==> config.mk <==
export PLATFORM = sky130hd
export DESIGN_NAME = ac_in_queue
export DESIGN_NICKNAME = d
export VERILOG_FILES = /design/src/rtl/ac_in_queue_pkg.sv /design/src/rtl/ac_in_fifo_ctrl.sv /design/src/rtl/ac_in_queue.sv
export SDC_FILE = /design/constraint.sdc
export NUM_CORES = 1
export LEC_CHECK = 0
export BUFFER_PORTS_ARGS = -buffer_cell sky130_fd_sc_hd__buf_2
export CAP_MARGIN = 5
export CORE_UTILIZATION = 30
export CTS_BUF_LIST = sky130_fd_sc_hd__clkbuf_8 sky130_fd_sc_hd__clkbuf_16
export DETAILED_ROUTE_END_ITERATION = 8
export PLACE_DENSITY = 0.52
export SLEW_MARGIN = 20
export SYNTH_ARGS = -nofsm -noshare
export SYNTH_HDL_FRONTEND = slang
export SYNTH_HIERARCHICAL = 1
export SYNTH_SLANG_ARGS = --single-unit
==> constraint.sdc <==
create_clock -name clk -period 2.4 [get_ports clk]
set_input_delay 0.72 -clock clk [delete_from_list [all_inputs] [get_ports clk]]
set_output_delay 0.72 -clock clk [all_outputs]
set_load 0.05 [all_outputs]
==> src/rtl/ac_in_queue_pkg.sv <==
// ============================================================================
// Module      : ac_in_queue_pkg
// Description : Shared defaults and operating-mode encoding for the
//               accumulator input queue.
// Revision    : 1.0 - initial release
// ============================================================================
`default_nettype none

package ac_in_queue_pkg;

  localparam int DEF_WIDTH = 8;
  localparam int DEF_DEPTH = 4;

  typedef enum logic {
    QUEUED = 1'b0,
    BYPASS = 1'b1
  } ac_mode_e;

endpackage

`default_nettype wire

==> src/rtl/ac_in_fifo_ctrl.sv <==
// ============================================================================
// Module      : ac_in_fifo_ctrl
// Description : Pointer, occupancy and sticky error-flag control for the
//               accumulator input FIFO. Storage lives in the parent.
// Revision    : 1.0 - initial release
// ============================================================================
`default_nettype none

module ac_in_fifo_ctrl
  import ac_in_queue_pkg::*;
#(
  parameter  int DEPTH = DEF_DEPTH,
  localparam int PW    = $clog2(DEPTH),
  localparam int CW    = $clog2(DEPTH + 1)
) (
  input  logic          clk,
  input  logic          reset,
  input  logic          clear,
  input  logic          bypass,
  input  logic          accept,
  input  logic          take,
  output logic          wr_en,
  output logic          rd_en,
  output logic [PW-1:0] wr_ptr,
  output logic [PW-1:0] rd_ptr,
  output logic [CW-1:0] count,
  output logic          empty,
  output logic          full,
  output logic          overflow,
  output logic          underflow
);

  ac_mode_e      w_mode;
  logic          w_push;
  logic          w_pop;
  logic          w_do_push;
  logic          w_do_pop;
  logic [CW-1:0] w_count_nxt;

  logic [PW-1:0] r_wr_ptr;
  logic [PW-1:0] r_rd_ptr;
  logic [CW-1:0] r_count;
  logic          r_empty;
  logic          r_full;
  logic          r_overflow;
  logic          r_underflow;

  assign w_mode = ac_mode_e'(bypass);
  assign w_push = (w_mode == QUEUED) && accept && !clear;
  assign w_pop  = (w_mode == QUEUED) && take && !clear;

  // A pop frees a slot on the same edge, so a full FIFO still accepts push+pop.
  assign w_do_pop    = w_pop && !r_empty;
  assign w_do_push   = w_push && (!r_full || w_do_pop);
  assign w_count_nxt = r_count + CW'(w_do_push) - CW'(w_do_pop);

  always_ff @(posedge clk) begin
    if (reset || clear) begin
      r_wr_ptr    <= '0;
      r_rd_ptr    <= '0;
      r_count     <= '0;
      r_empty     <= 1'b1;
      r_full      <= 1'b0;
      r_overflow  <= 1'b0;
      r_underflow <= 1'b0;
    end else begin
      if (w_do_push) r_wr_ptr <= r_wr_ptr + PW'(1);
      if (w_do_pop)  r_rd_ptr <= r_rd_ptr + PW'(1);
      r_count <= w_count_nxt;
      r_empty <= (w_count_nxt == '0);
      r_full  <= (w_count_nxt == CW'(DEPTH));
      if (w_push && r_full && !w_pop) r_overflow  <= 1'b1;
      if (w_pop && r_empty)           r_underflow <= 1'b1;
    end
  end

  assign wr_en     = w_do_push;
  assign rd_en     = w_do_pop;
  assign wr_ptr    = r_wr_ptr;
  assign rd_ptr    = r_rd_ptr;
  assign count     = r_count;
  assign empty     = r_empty;
  assign full      = r_full;
  assign overflow  = r_overflow;
  assign underflow = r_underflow;

endmodule

`default_nettype wire

==> src/rtl/ac_in_queue.sv <==
// ============================================================================
// Module      : ac_in_queue
// Description : Accumulator input stage - DEPTH-entry operand FIFO with a
//               legacy single-word bypass latch and a registered output.
// Revision    : 1.0 - initial release
// ============================================================================
`default_nettype none

module ac_in_queue
  import ac_in_queue_pkg::*;
#(
  parameter  int WIDTH = DEF_WIDTH,
  parameter  int DEPTH = DEF_DEPTH,
  localparam int PW    = $clog2(DEPTH),
  localparam int CW    = $clog2(DEPTH + 1)
) (
  input  logic             clk,
  input  logic             reset,
  input  logic [WIDTH-1:0] new_data,
  input  logic             accept,
  input  logic             bypass,
  input  logic             take,
  input  logic             clear,
  output logic [WIDTH-1:0] data,
  output logic             data_new,
  output logic             empty,
  output logic             full,
  output logic [CW-1:0]    count,
  output logic             overflow,
  output logic             underflow
);

  ac_mode_e         w_mode;
  logic             w_wr_en;
  logic             w_rd_en;
  logic [PW-1:0]    w_wr_ptr;
  logic [PW-1:0]    w_rd_ptr;

  logic [WIDTH-1:0] r_mem [DEPTH];
  logic [WIDTH-1:0] r_data;
  logic             r_data_new;

  assign w_mode = ac_mode_e'(bypass);

  ac_in_fifo_ctrl #(
    .DEPTH (DEPTH)
  ) u_ctrl (
    .clk       (clk),
    .reset     (reset),
    .clear     (clear),
    .bypass    (bypass),
    .accept    (accept),
    .take      (take),
    .wr_en     (w_wr_en),
    .rd_en     (w_rd_en),
    .wr_ptr    (w_wr_ptr),
    .rd_ptr    (w_rd_ptr),
    .count     (count),
    .empty     (empty),
    .full      (full),
    .overflow  (overflow),
    .underflow (underflow)
  );

  always_ff @(posedge clk) begin
    if (w_wr_en) r_mem[w_wr_ptr] <= new_data;
  end

  // clear flushes the queue but deliberately keeps the last operand on data.
  always_ff @(posedge clk) begin
    if (reset) begin
      r_data     <= '0;
      r_data_new <= 1'b0;
    end else if (clear) begin
      r_data_new <= 1'b0;
    end else if (w_mode == BYPASS && accept) begin
      r_data     <= new_data;
      r_data_new <= 1'b1;
    end else if (w_rd_en) begin
      r_data     <= r_mem[w_rd_ptr];
      r_data_new <= 1'b1;
    end else begin
      r_data_new <= 1'b0;
    end
  end

  assign data     = r_data;
  assign data_new = r_data_new;

endmodule

`default_nettype wire

## After elaboration in Yosys (flattened, before gate mapping)

Memory sizes are Yosys's and may differ from the RTL's. A register that Yosys moved wholly into a read port is not among the register bits.
Index checks and enable logic that the tools add are counted.

- Bits in registers: 20
- RAM bits: 32
- Bits of input ports: 14
- Output and inout bits: 16
- Word-level logic and storage cells: 45
- Memories kept: 1

Memories:

| name | words | width | read ports | clocked after memory_dff | write ports | RTL line | source |
|---|---|---|---|---|---|---|---|
| r_mem | 4 | 8 | 1 | 1 | 1 | ac_in_queue.sv:39 | `logic [WIDTH-1:0] r_mem [DEPTH];` |

- $add $sub $neg: 4
- Equality and inequality tests: 1
- Multiplexer cells: 8
- Bitwise operators: 2
- Reduce and logical (&&, ||, !) cells: 20

Operator list:

| kind | count |
|---|---|
| $mux 8 | 2 |
| $logic_and 1x1->1 | 10 |
| $add 2x1->2 const B | 2 |
| $logic_not 1->1 | 4 |
| $mux 1 | 4 |
| $mux 2 | 2 |
| $add 3x1->3 | 1 |
| $eq 3x3->1 const B | 1 |
| $logic_not 3->1 | 1 |
| $sub 3x1->3 | 1 |
| $logic_or 1x1->1 | 2 |
| $not 1->1 | 2 |
| $reduce_and 2->1 | 1 |
| $reduce_bool 2->1 | 1 |
| $reduce_or 2->1 | 1 |

## Depth between registers and ports, before layout

Gate-level depths: netlist (run 1).

- Word-level depth: 9
- Gate-level depth with buffers: 10
- Gate-level depth less buffers: 10

## Hierarchy

The synthesis (run 1) kept the hierarchy.

By module, submodules not included:

| module | instances | cells each | area an instance (µm²) | seq. area each (µm²) |
|---|---|---|---|---|
| ac_in_queue | 1 | 101 | 1641.6 | 1141.1 |
| ac_in_fifo_ctrl | 1 | 52 | 515.5 | 220.2 |

## Worst setup path before layout (run 1)

OpenSTA, ideal clock, no wires.

- Kind: input port to flip-flop
- From: input port clear
- To: register u_ctrl.r_full (netlist: u_ctrl/full)
- Library setup time: 80 ps
- Arrival: 2473 ps
- Data required time: 2320 ps
- Slack: -153 ps
- Cell stages on the path: 10
- Path buffers: 0
- Path through: nor3b_1 > a21boi_2 > inv_1 > ha_1 > inv_1 > ha_1 > inv_1 > fa_1 > xnor2_1 > nor3b_1

- Cells in the longest elaborated chain, start to end: 8
- Elaborated cells between the ends (all ways): 10
- Classes of those cells: add/sub: 2; eq/ne: 1; reduce/logical: 7

RTL lines:

| item | RTL line | source |
|---|---|---|
| start, declared | ac_in_queue.sv:23 | `input logic clear,` |
| $logic_not 1->1 * | ac_in_fifo_ctrl.sv:49, ac_in_fifo_ctrl.sv:50 |  |
| $logic_and 1x1->1 | ac_in_fifo_ctrl.sv:50 | `assign w_pop = (w_mode == QUEUED) && take && !clear;` |
| $logic_and 1x1->1 | ac_in_fifo_ctrl.sv:53 | `assign w_do_pop = w_pop && !r_empty;` |
| $logic_or 1x1->1 | ac_in_fifo_ctrl.sv:54 | `assign w_do_push = w_push && (!r_full \|\| w_do_pop);` |
| $logic_and 1x1->1 * | ac_in_fifo_ctrl.sv:54 |  |
| via w_wr_en | ac_in_queue.sv:34 | `logic w_wr_en;` |
| $add 3x1->3 * | ac_in_fifo_ctrl.sv:55 | `assign w_count_nxt = r_count + CW'(w_do_push) - CW'(w_do_pop);` |
| $sub 3x1->3 * | ac_in_fifo_ctrl.sv:55 |  |
| $eq 3x3->1 * | ac_in_fifo_ctrl.sv:71 | `r_full <= (w_count_nxt == CW'(DEPTH));` |
| end signal, assigned | ac_in_fifo_ctrl.sv:71 |  |
| end, declared | ac_in_fifo_ctrl.sv:44 | `logic r_full;` |

Mark *: on every way through the listed nets, which the timed path passes. The rest lies on a longest branch.
A chain may end at the register's enable or synchronous reset.

## Worst setup path in the final report (run 1)

- From: input port bypass
- To: register u_ctrl.r_full (netlist: u_ctrl/full)

- Cells in the longest elaborated chain, start to end: 9
- Elaborated cells between the ends (all ways): 11
- Classes of those cells: add/sub: 2; eq/ne: 1; bitwise: 1; reduce/logical: 7

RTL lines:

| item | RTL line | source |
|---|---|---|
| start, declared | ac_in_queue.sv:21 | `input logic bypass,` |
| $not 1->1 * | ac_in_fifo_ctrl.sv:49, ac_in_fifo_ctrl.sv:50 |  |
| $logic_and 1x1->1 (2 in series) | ac_in_fifo_ctrl.sv:50 |  |
| $logic_and 1x1->1 | ac_in_fifo_ctrl.sv:53 |  |
| $logic_or 1x1->1 | ac_in_fifo_ctrl.sv:54 |  |
| $logic_and 1x1->1 * | ac_in_fifo_ctrl.sv:54 |  |
| via w_wr_en | ac_in_queue.sv:34 |  |
| $add 3x1->3 * | ac_in_fifo_ctrl.sv:55 |  |
| $sub 3x1->3 * | ac_in_fifo_ctrl.sv:55 |  |
| $eq 3x3->1 * | ac_in_fifo_ctrl.sv:71 |  |

Marked as above.

==> impl_metrics.ini, run 1 <==
[timing]
max_freq_mhz = 417.2
setup_ws_ps = 2.862
report.final.slew_viol_count = 0
fin_skew_ps = 5.779
max-slew-margin-rel = 0.6862
finalHoldViolCount = 0
period_share = 0.9988
setup_viol_count_final = 0
rsz0062_at_grt = yes
fin_crit_ps = 2397
tightestPinTransition_ps = 470.4

[outcome]
status = finished, final reports clean

[pwr]
total_power_uw = 1714
power.density_mw_per_mm2 = 642.7
leakagePower_uw = 0.0009951
ir_worst_vdd_mv = 0.2295

[floorplanning]
start_util = 0.3140
placeableCoreArea_mm2 = 0.006869
fp.dieH_um = 86.80
die_w_um = 86.80
die_area_mm2 = 0.007533
num_io_pins = 30
rows = 30

[setup_path]
end_kind = flip-flop
required_ps = 2640
arrival_ps = 2630
critPathLaunchType = input pin
worst-setup-path-type = input pin to flip-flop
slowest_stage = fa_2
cpMostUsedCell = inv_1
worstPathCellList = buf_8 > nor3b_4 > a21boi_4 > inv_1 > ha_1 > inv_1 > ha_2 > inv_2 > fa_2 > nand2b_4 > nor3b_2
path_max_fanout = 2
slowest_delay_ps = 570

[logic_synthesis]
synth_area_leaders = edfxtp_1, dfxtp_1, mux2_2
yosysSeqAreaShare = 0.6311
netlist_area_mm2 = 0.002157
synthCells = 153
yosysUniqueCellTypes = 41
yosysTopAreaCellShare = 0.4455
yosysTopAreaCell = edfxtp_1
synth_warnings = 6
syn_nets = 170
avgSynthCellArea_um2 = 14.10
ys_ff_latch = 52

[layout]
final_nets = 217
synthToLayoutAreaGrowth_pct = 23.61
drive_gt1_frac = 0.4030
diodes = 0

[routing]
num_vias = 1391
drt_wl_total_mm = 4.265
routed.top_layer = met4
dr_wl_met2_mm = 2.012
drc_errors = 0
avgViaCountPerCell = 4.684
drt_iter0_drc = 90
first_pass_iters = 4
wl_met3_um = 176
wl_per_cell_um = 14.36
met1_length_mm = 2.047
ant_nets = 0

[cts]
htree_levels = 2
clk_root_buffer_cell = clkbuf_8
holdBufCountCts = 0
cts_buffers = 5
insertion_delay_ps = 300
clk_pin_slew_ps = 90
cts.sinks = 52
clockBufferDepth = 2
cts_tree = built

[placement]
hpwlAfterDp_mm = 2.920
io_buffer_count = 29
gp_congestion = 0.7110
pre_cts_slack_ps = -241.2

[global_route]
grt_pass1_wl_mm = 6.755
grt_max_degree = 17
grt_use_total = 0.1197
antenna_found_initial = 0
grt_pass1_vias = 1353
grt_overflow = 0

[run]
cap_violations = 0

[min_path]
worstHoldPathType = flip-flop to flip-flop
layout make-up:
cell class	instances	area, um^2
Timing Repair Buffer	47	296.5
Inverter	8	30.03
Sequential cell	52	1361
Fill cell	670	4203
Clock buffer	5	68.82
Multi-Input combinational cell	86	747.0
Clock inverter	3	42.54
Tap cell	96	120.1
logic make-up after synthesis:
group / after synthesis / synth area share
AO/OA/AOI/OAI: 35 / 0.1195
adder cells (fa/ha/maj): 3 / 0.02088
XOR/XNOR: 3 / 0.01218
buffers and inverters: 15 / 0.04292
AND/OR/NAND/NOR: 27 / 0.07889
multiplexers: 18 / 0.09454
flip-flops: 52 / 0.6311
worst max-delay path: cells and delay by family:
| kind | cells | cell delay [ps] |
|---|---|---|
| AO/OA/AOI/OAI | 1 | 210 |
| adder cells (fa/ha/maj) | 3 | 990 |
| buffers and inverters | 4 | 250 |
| AND/OR/NAND/NOR | 3 | 450 |
Yosys cell counts:
| cell | number |
|---|---|
| edfxtp_1 | 32 |
| dfxtp_1 | 20 |
| mux2_2 | 15 |
| a21oi_1 | 10 |
| a211oi_1 | 7 |
| a222oi_1 | 7 |
| inv_1 | 7 |
| nor2_1 | 6 |
| nand2_1 | 4 |
| and2_1 | 3 |
| buf_6 | 3 |
| nor3b_1 | 3 |
| xnor2_1 | 3 |
| a31oi_1 | 2 |
| buf_2 | 2 |
| ha_1 | 2 |
| mux2i_1 | 2 |
| nand2b_1 | 2 |
| a2111o_1 | 1 |
| a211o_1 | 1 |
| a21boi_1 | 1 |
| a21boi_2 | 1 |
| a21o_1 | 1 |
| a22oi_1 | 1 |
| a311oi_1 | 1 |
| and2_0 | 1 |
| and3_1 | 1 |
| and3b_1 | 1 |
| buf_1 | 1 |
| buf_8 | 1 |
| clkinv_1 | 1 |
| fa_1 | 1 |
| mux2_4 | 1 |
| nand3b_1 | 1 |
| nand4_1 | 1 |
| nor2b_1 | 1 |
| nor4b_4 | 1 |
| o21ai_0 | 1 |
| o21ai_1 | 1 |
| or2_1 | 1 |
| or3_2 | 1 |
layer usage:
layer	GRT usage	vias to the layer above
met5	0	-
met2	0.1861	35
met3	0.03333	5
met4	0.03636	0
li1	-	674
met1	0.1620	677
per-stage QoR:
stage               instance area (um^2)  std cells  setup TNS (ps)    util  hold slack [ps]
floorplan                           2175        153          -142.8       -            470.5
finish                              2666        297               0  0.3882            476.4
CTS                                 2616        296               0  0.3809            484.2
detailed placement                  2505        288          -806.7  0.3647            461.0
global placement                    2505        288          -778.4  0.3647            460.7
global route                        2666        297          -76.44  0.3882            502.7
power breakdown:
part | switching, uW | internal, uW
clock network | 287 | 309
registers | 7.03 | 961
logic | 94.5 | 55.8
total | 388 | 1330
flip-flops by register name (all words and copies together), names as in the netlist:
name and cells:
r_mem 32, data 8, u_ctrl/count 3, u_ctrl/rd_ptr 2
u_ctrl/wr_ptr 2, data_new 1, u_ctrl/empty 1, u_ctrl/full 1
u_ctrl/overflow 1, u_ctrl/underflow 1
timing repair:
| action | CTS | global route |
|---|---|---|
| setup endpoints to repair | 0 | 3 |
| setup buffers | 0 | 1 |
| gates resized for setup | 0 | 12 |
cell usage in the layout (no fill, tap or decap), drive strengths merged, types with 2 or more instances in the layout:
cell	instances
mux2	16
xnor2	3
nand2b	2
mux2i	2
nor3b	3
nor2	6
a21oi	10
a21boi	2
edfxtp	32
nand2	4
a31oi	2
clkinv	2
dfxtp	20
o21ai	2
clkbuf	5
a222oi	7
buf	47
and2	4
ha	2
inv	7
a211oi	7
path summary, 6_finish.rpt:
path	from	endpoint	slack (ps)	depth (start not counted)
min reg2reg	u_ctrl/overflow	u_ctrl/overflow	480	2
min	u_ctrl/overflow	u_ctrl/overflow	480	2
max	bypass	u_ctrl/full	3	11
max reg2reg	u_ctrl/empty	u_ctrl/full	210	10
Power figures use the tool's default switching activity.
==> run 2: changes to the inputs <==
--- a/config.mk
+++ b/config.mk
@@ -10,7 +10,6 @@
 export CORE_UTILIZATION = 30
 export CTS_BUF_LIST = sky130_fd_sc_hd__clkbuf_8 sky130_fd_sc_hd__clkbuf_16
 export DETAILED_ROUTE_END_ITERATION = 8
-export PLACE_DENSITY = 0.52
 export SLEW_MARGIN = 20
 export SYNTH_ARGS = -nofsm -noshare
 export SYNTH_HDL_FRONTEND = slang
==> run 2 against run 1 <==
  * Sequential power hardly changed
  * Sequential share of layout area is 0.29 points lower
  * Count of clock-buffer cells in the layout stayed put
  * Routed wire length is 3.6% higher
  * Utilization is 0.22 points higher
  * Critical path type unchanged
  * Critical path depth is 1 lower
  * First-iteration DRC count is 16% lower
  * Critical endpoint unchanged
  * Setup slack better by 82 ps
==> impl_metrics.ini, run 2 (synthesis results as in run 1) <==
[timing]
max-slew-margin-rel = 0.7460
setup_viol_count_final = 0
period_share = 0.9645
fin_hold_ws_ps = 482.6
report.final.slew_viol_count = 0
tightestPinTransition_ps = 379.6
fin_skew_ps = 6.689
rsz0062_at_grt = no
max_freq_mhz = 432.0
fin_crit_ps = 2315
finalHoldViolCount = 0

[placement]
place_area_mm2 = 0.002520
hpwlAfterDp_mm = 2.905
io_buffer_count = 29
gp_congestion = 0.7174

[global_route]
grt_use_met2 = 0.1969
busiest_layer = met2
grt_max_degree = 18
use_met3 = 0.03810
grt_overflow = 0
antenna_found_initial = 0
grt_use_total = 0.1256
grt_pass1_wl_mm = 6.927
grt_use_met1 = 0.1691
grt_pass1_vias = 1322

[min_path]
worstHoldPathType = flip-flop to flip-flop
holdPathStages = 2

[routing]
avgViaCountPerCell = 4.712
drc_errors = 0
num_vias = 1409
drt_iter0_drc = 76
drt_wl_total_mm = 4.420
ant_nets = 0
first_pass_iters = 4
wl_per_cell_um = 14.78

[setup_path]
slowest_delay_ps = 530
arrival_ps = 2550
path_max_fanout = 3
critPathLaunchType = input pin
slowest_stage = fa_2
end_kind = flip-flop
required_ps = 2640
worstPathCellList = buf_2 > buf_6 > nor4b_4 > ha_4 > inv_2 > ha_4 > inv_2 > fa_2 > nand2b_1 > nor3b_2
rr_worst_depth = 10
worst-setup-path-type = input pin to flip-flop

[layout]
diodes = 0
final_nets = 219
largest_register_ffs = 32
fillers = 676
drive_gt1_frac = 0.4187
final_cell_area_mm2 = 0.002681
layout_common_cells = edfxtp_1, buf_2, dfxtp_1
final_common_cell = edfxtp_1
regMostFlops = r_mem
synthToLayoutAreaGrowth_pct = 24.30

[floorplanning]
start_util = 0.3140
rows = 30
die_area_mm2 = 0.007533
die_w_um = 86.80
fp.dieH_um = 86.80
placeableCoreArea_mm2 = 0.006869
num_io_pins = 30

[cts]
cts_tree = built
htree_levels = 2
cts_buffers = 5
insertion_delay_ps = 300
clk_root_buffer_cell = clkbuf_8
clockBufferDepth = 2
clk_pin_slew_ps = 100
holdBufCountCts = 0
cts.sinks = 52

[outcome]
status = finished, final reports clean

[pwr]
ir_worst_vdd_mv = 0.2485
total_power_uw = 1728
power.density_mw_per_mm2 = 644.5
leakagePower_uw = 0.0009939

[run]
cap_violations = 0
-- run 2: power by group --
group / switching [uW] / total (uW) / internal [uW]
Clock: 295 / 609 / 314
Sequential: 7.74 / 969 / 961
Combinational: 94.8 / 150 / 55.5
Total: 397 / 1730 / 1330
-- run 2: timing repair --
item,in CTS,in global routing
resized for setup,0,9
buffers inserted,0,1
setup endpoints to repair,0,3
-- run 2: critical path: cells and delay by family --
kind	cells	cell delay, ps
adders and majority gates	3	900
buffers and inverters	4	340
and+or+nand+nor	3	600
-- run 2: stage by stage --
| stage | std cells | utilization | setup slack (ps) | TNS [ps] |
|---|---|---|---|---|
| 6_report | 299 | 0.3903 | 85.32 | 0 |
| 5_1_grt | 299 | 0.3903 | 10.06 | 0 |
| 4_1_cts | 298 | 0.3836 | 42.70 | 0 |
| 3_5_place_dp | 290 | 0.3668 | -269.6 | -791.6 |
| 3_3_place_gp | 290 | 0.3668 | -215.1 | -698.3 |
| 2_1_floorplan | 153 | - | -50.51 | -142.8 |
-- run 2: path summary, 6_finish.rpt --
check | to | slack (ps) | startpoint
setup / recovery | u_ctrl/full | 90 | bypass
hold / removal | u_ctrl/overflow | 480 | u_ctrl/overflow
setup reg to reg | u_ctrl/full | 300 | u_ctrl/empty
hold reg to reg | u_ctrl/overflow | 480 | u_ctrl/overflow
-- run 2: area by class of cell --
type / instances / area, um^2 / share of cell area
flip-flops and latches: 52 / 1361 / 0.5077
multi-input cells: 86 / 755.7 / 0.2818
repair buffers: 49 / 299.0 / 0.1115
well taps: 96 / 120.1 / 0.04480
clock buffers: 5 / 68.82 / 0.02566
clock inverters: 3 / 46.29 / 0.01727
inverters: 8 / 30.03 / 0.01120
-- run 2: layer usage --
metal	wire, um	up-vias	share of wire
met5	0	-	0
met4	24	0	0.0054
met3	222	2	0.050
met2	2184	39	0.49
met1	1989	689	0.45
li1	-	679	-
==> run 3: changes to the inputs <==
==> constraint.sdc (replaced) <==
create_clock -name clk -period 2.4 [get_ports clk]
set_input_delay 0.72 -clock clk [delete_from_list [all_inputs] [get_ports clk]]
set_output_delay 0.72 -clock clk [all_outputs]
set_load 0.02 [all_outputs]
==> run 3 against run 2 <==
  * First-iteration DRC count shrank 36%
  * Design area shrank 0.14%
  * Clock skew grew 1.1 ps
  * Non-clock buffer count shrank 1
  * Count of clock-buffer cells in the layout is the same
  * Flip-flop and latch count is the same
  * Fmax shrank 1.3%
  * Utilization shrank 0.055 points
  * Global-route usage shrank 0.75 points
  * Combinational power shrank 13%
  * Critical path type unchanged
  * Critical endpoint unchanged
  * Highest routed layer unchanged
==> impl_metrics.ini, run 3 (synthesis results as in run 1) <==
[timing]
rsz0062_at_grt = no
setup_viol_count_final = 0
finalHoldViolCount = 0
setup_ws_ps = 54.01
max-slew-margin-rel = 0.6847
tightestPinTransition_ps = 472.9
report.final.slew_viol_count = 0
period_share = 0.9775
max_freq_mhz = 426.3
fin_skew_ps = 7.790
fin_crit_ps = 2346

[placement]
hpwlAfterDp_mm = 2.927
pre_cts_slack_ps = -267.2
io_buffer_count = 29
place_area_mm2 = 0.002496
gp_congestion = 0.7192

[floorplanning]
start_util = 0.3140
num_io_pins = 30
die_area_mm2 = 0.007533
fp.dieH_um = 86.80
die_w_um = 86.80
placeableCoreArea_mm2 = 0.006869
rows = 30

[routing]
ant_nets = 0
num_vias = 1401
first_pass_iters = 8
avgViaCountPerCell = 4.701
wl_per_cell_um = 14.19
drt_wl_total_mm = 4.229
drc_errors = 0
drt_iter0_drc = 49

[global_route]
grt_overflow = 0
grt_pass1_vias = 1353
antenna_found_initial = 0
grt_max_degree = 18
grt_use_total = 0.1181
grt_pass1_wl_mm = 6.679

[layout]
synthToLayoutAreaGrowth_pct = 24.13
final_common_cell = edfxtp_1
final_nets = 218
final_cell_area_mm2 = 0.002678
diodes = 0
largest_register_ffs = 32
fillers = 676
regMostFlops = r_mem
layout_common_cells = edfxtp_1, buf_2, dfxtp_1
drive_gt1_frac = 0.4208

[cts]
holdBufCountCts = 0
insertion_delay_ps = 300
clk_pin_slew_ps = 90
htree_levels = 2
cts_tree = built
cts.sinks = 52
clockBufferDepth = 2
clk_root_buffer_cell = clkbuf_8
cts_buffers = 5

[pwr]
p_sw_uw = 371.9
p_sw_frac = 0.2182
total_power_uw = 1704
p_int_uw = 1332
power.density_mw_per_mm2 = 636.4
seq_power_share = 0.568
leakagePower_uw = 0.0009924
ir_worst_vdd_mv = 0.2555
power_frac_clock = 0.355
combPwrFrac = 0.077

[setup_path]
end_kind = flip-flop
arrival_ps = 2580
path_max_fanout = 4
critPathLaunchType = input pin
required_ps = 2630
worst-setup-path-type = input pin to flip-flop

[run]
cap_violations = 0

[min_path]
worstHoldPathType = flip-flop to flip-flop

[outcome]
status = finished, final reports clean
[run 3: cell types whose count changed in the layout (fill, tap and decap cells not counted), sizes merged]
cell  previous run  this run
buf             49        48
[run 3: timing repair]
item,CTS,global route
resized for setup,0,10
endpoints found under the setup margin,0,3
buffers inserted,0,4
hold endpoints to repair,0,0
[run 3: worst max-delay path: stages]
cell	delay (ps)
buf_2	120
buf_6	130
nor4b_4	350
ha_4	250
inv_2	40
ha_2	160
inv_2	40
fa_2	570
nand2b_4	60
nor3b_2	140
[run 3: cell type report]
class	instances	area (um^2)	share of cell area
multi-input combinational	86	759.5	0.2836
timing repair buffer	48	291.5	0.1089
tap	96	120.1	0.04486
sequential	52	1361	0.5084
inverter	8	30.03	0.01121
clock inverter	3	46.29	0.01729
clock buffer	5	68.82	0.02570
[run 3: worst paths after layout]
| kind | startpoint | endpoint | slack [ps] | cells past startpoint |
|---|---|---|---|---|
| worst max-delay path | bypass | u_ctrl/full | 50 | 10 |
| worst min-delay path | u_ctrl/underflow | u_ctrl/underflow | 480 | 2 |
| worst max register to register | u_ctrl/empty | u_ctrl/full | 310 | 10 |
| worst min register to register | u_ctrl/underflow | u_ctrl/underflow | 480 | 2 |
[run 3: per-stage QoR]
step | instances | hold WS, ps | util | TNS, ps
after floorplan | 153 | 470.5 | - | -127.4
after global placement | 286 | 447.6 | 0.3634 | -711.6
after detailed placement | 286 | 459.9 | 0.3634 | -865.0
after CTS | 294 | 486.1 | 0.3801 | 0
after global routing | 298 | 497.9 | 0.3898 | 0
final | 298 | 478.0 | 0.3898 | 0
[run 3: layer usage]
layer | global-route usage | up-vias | wire, um
li1 | - | 684 | -
met1 | 0.1504 | 689 | 1977
met2 | 0.1947 | 24 | 2066
met3 | 0.03619 | 4 | 139
met4 | 0.03030 | 0 | 46
met5 | 0 | - | 0
[run 3: power by group through the flow]
| stage | combinational [uW] | sequential [uW] | clock, uW |
|---|---|---|---|
| floorplan | 56.1 | 1000 | 0 |
| global placement | 121 | 989 | 0 |
| detailed placement | 122 | 989 | 0 |
| CTS | 122 | 968 | 617 |
| global route | 141 | 970 | 648 |
| finish | 130 | 968 | 605 |
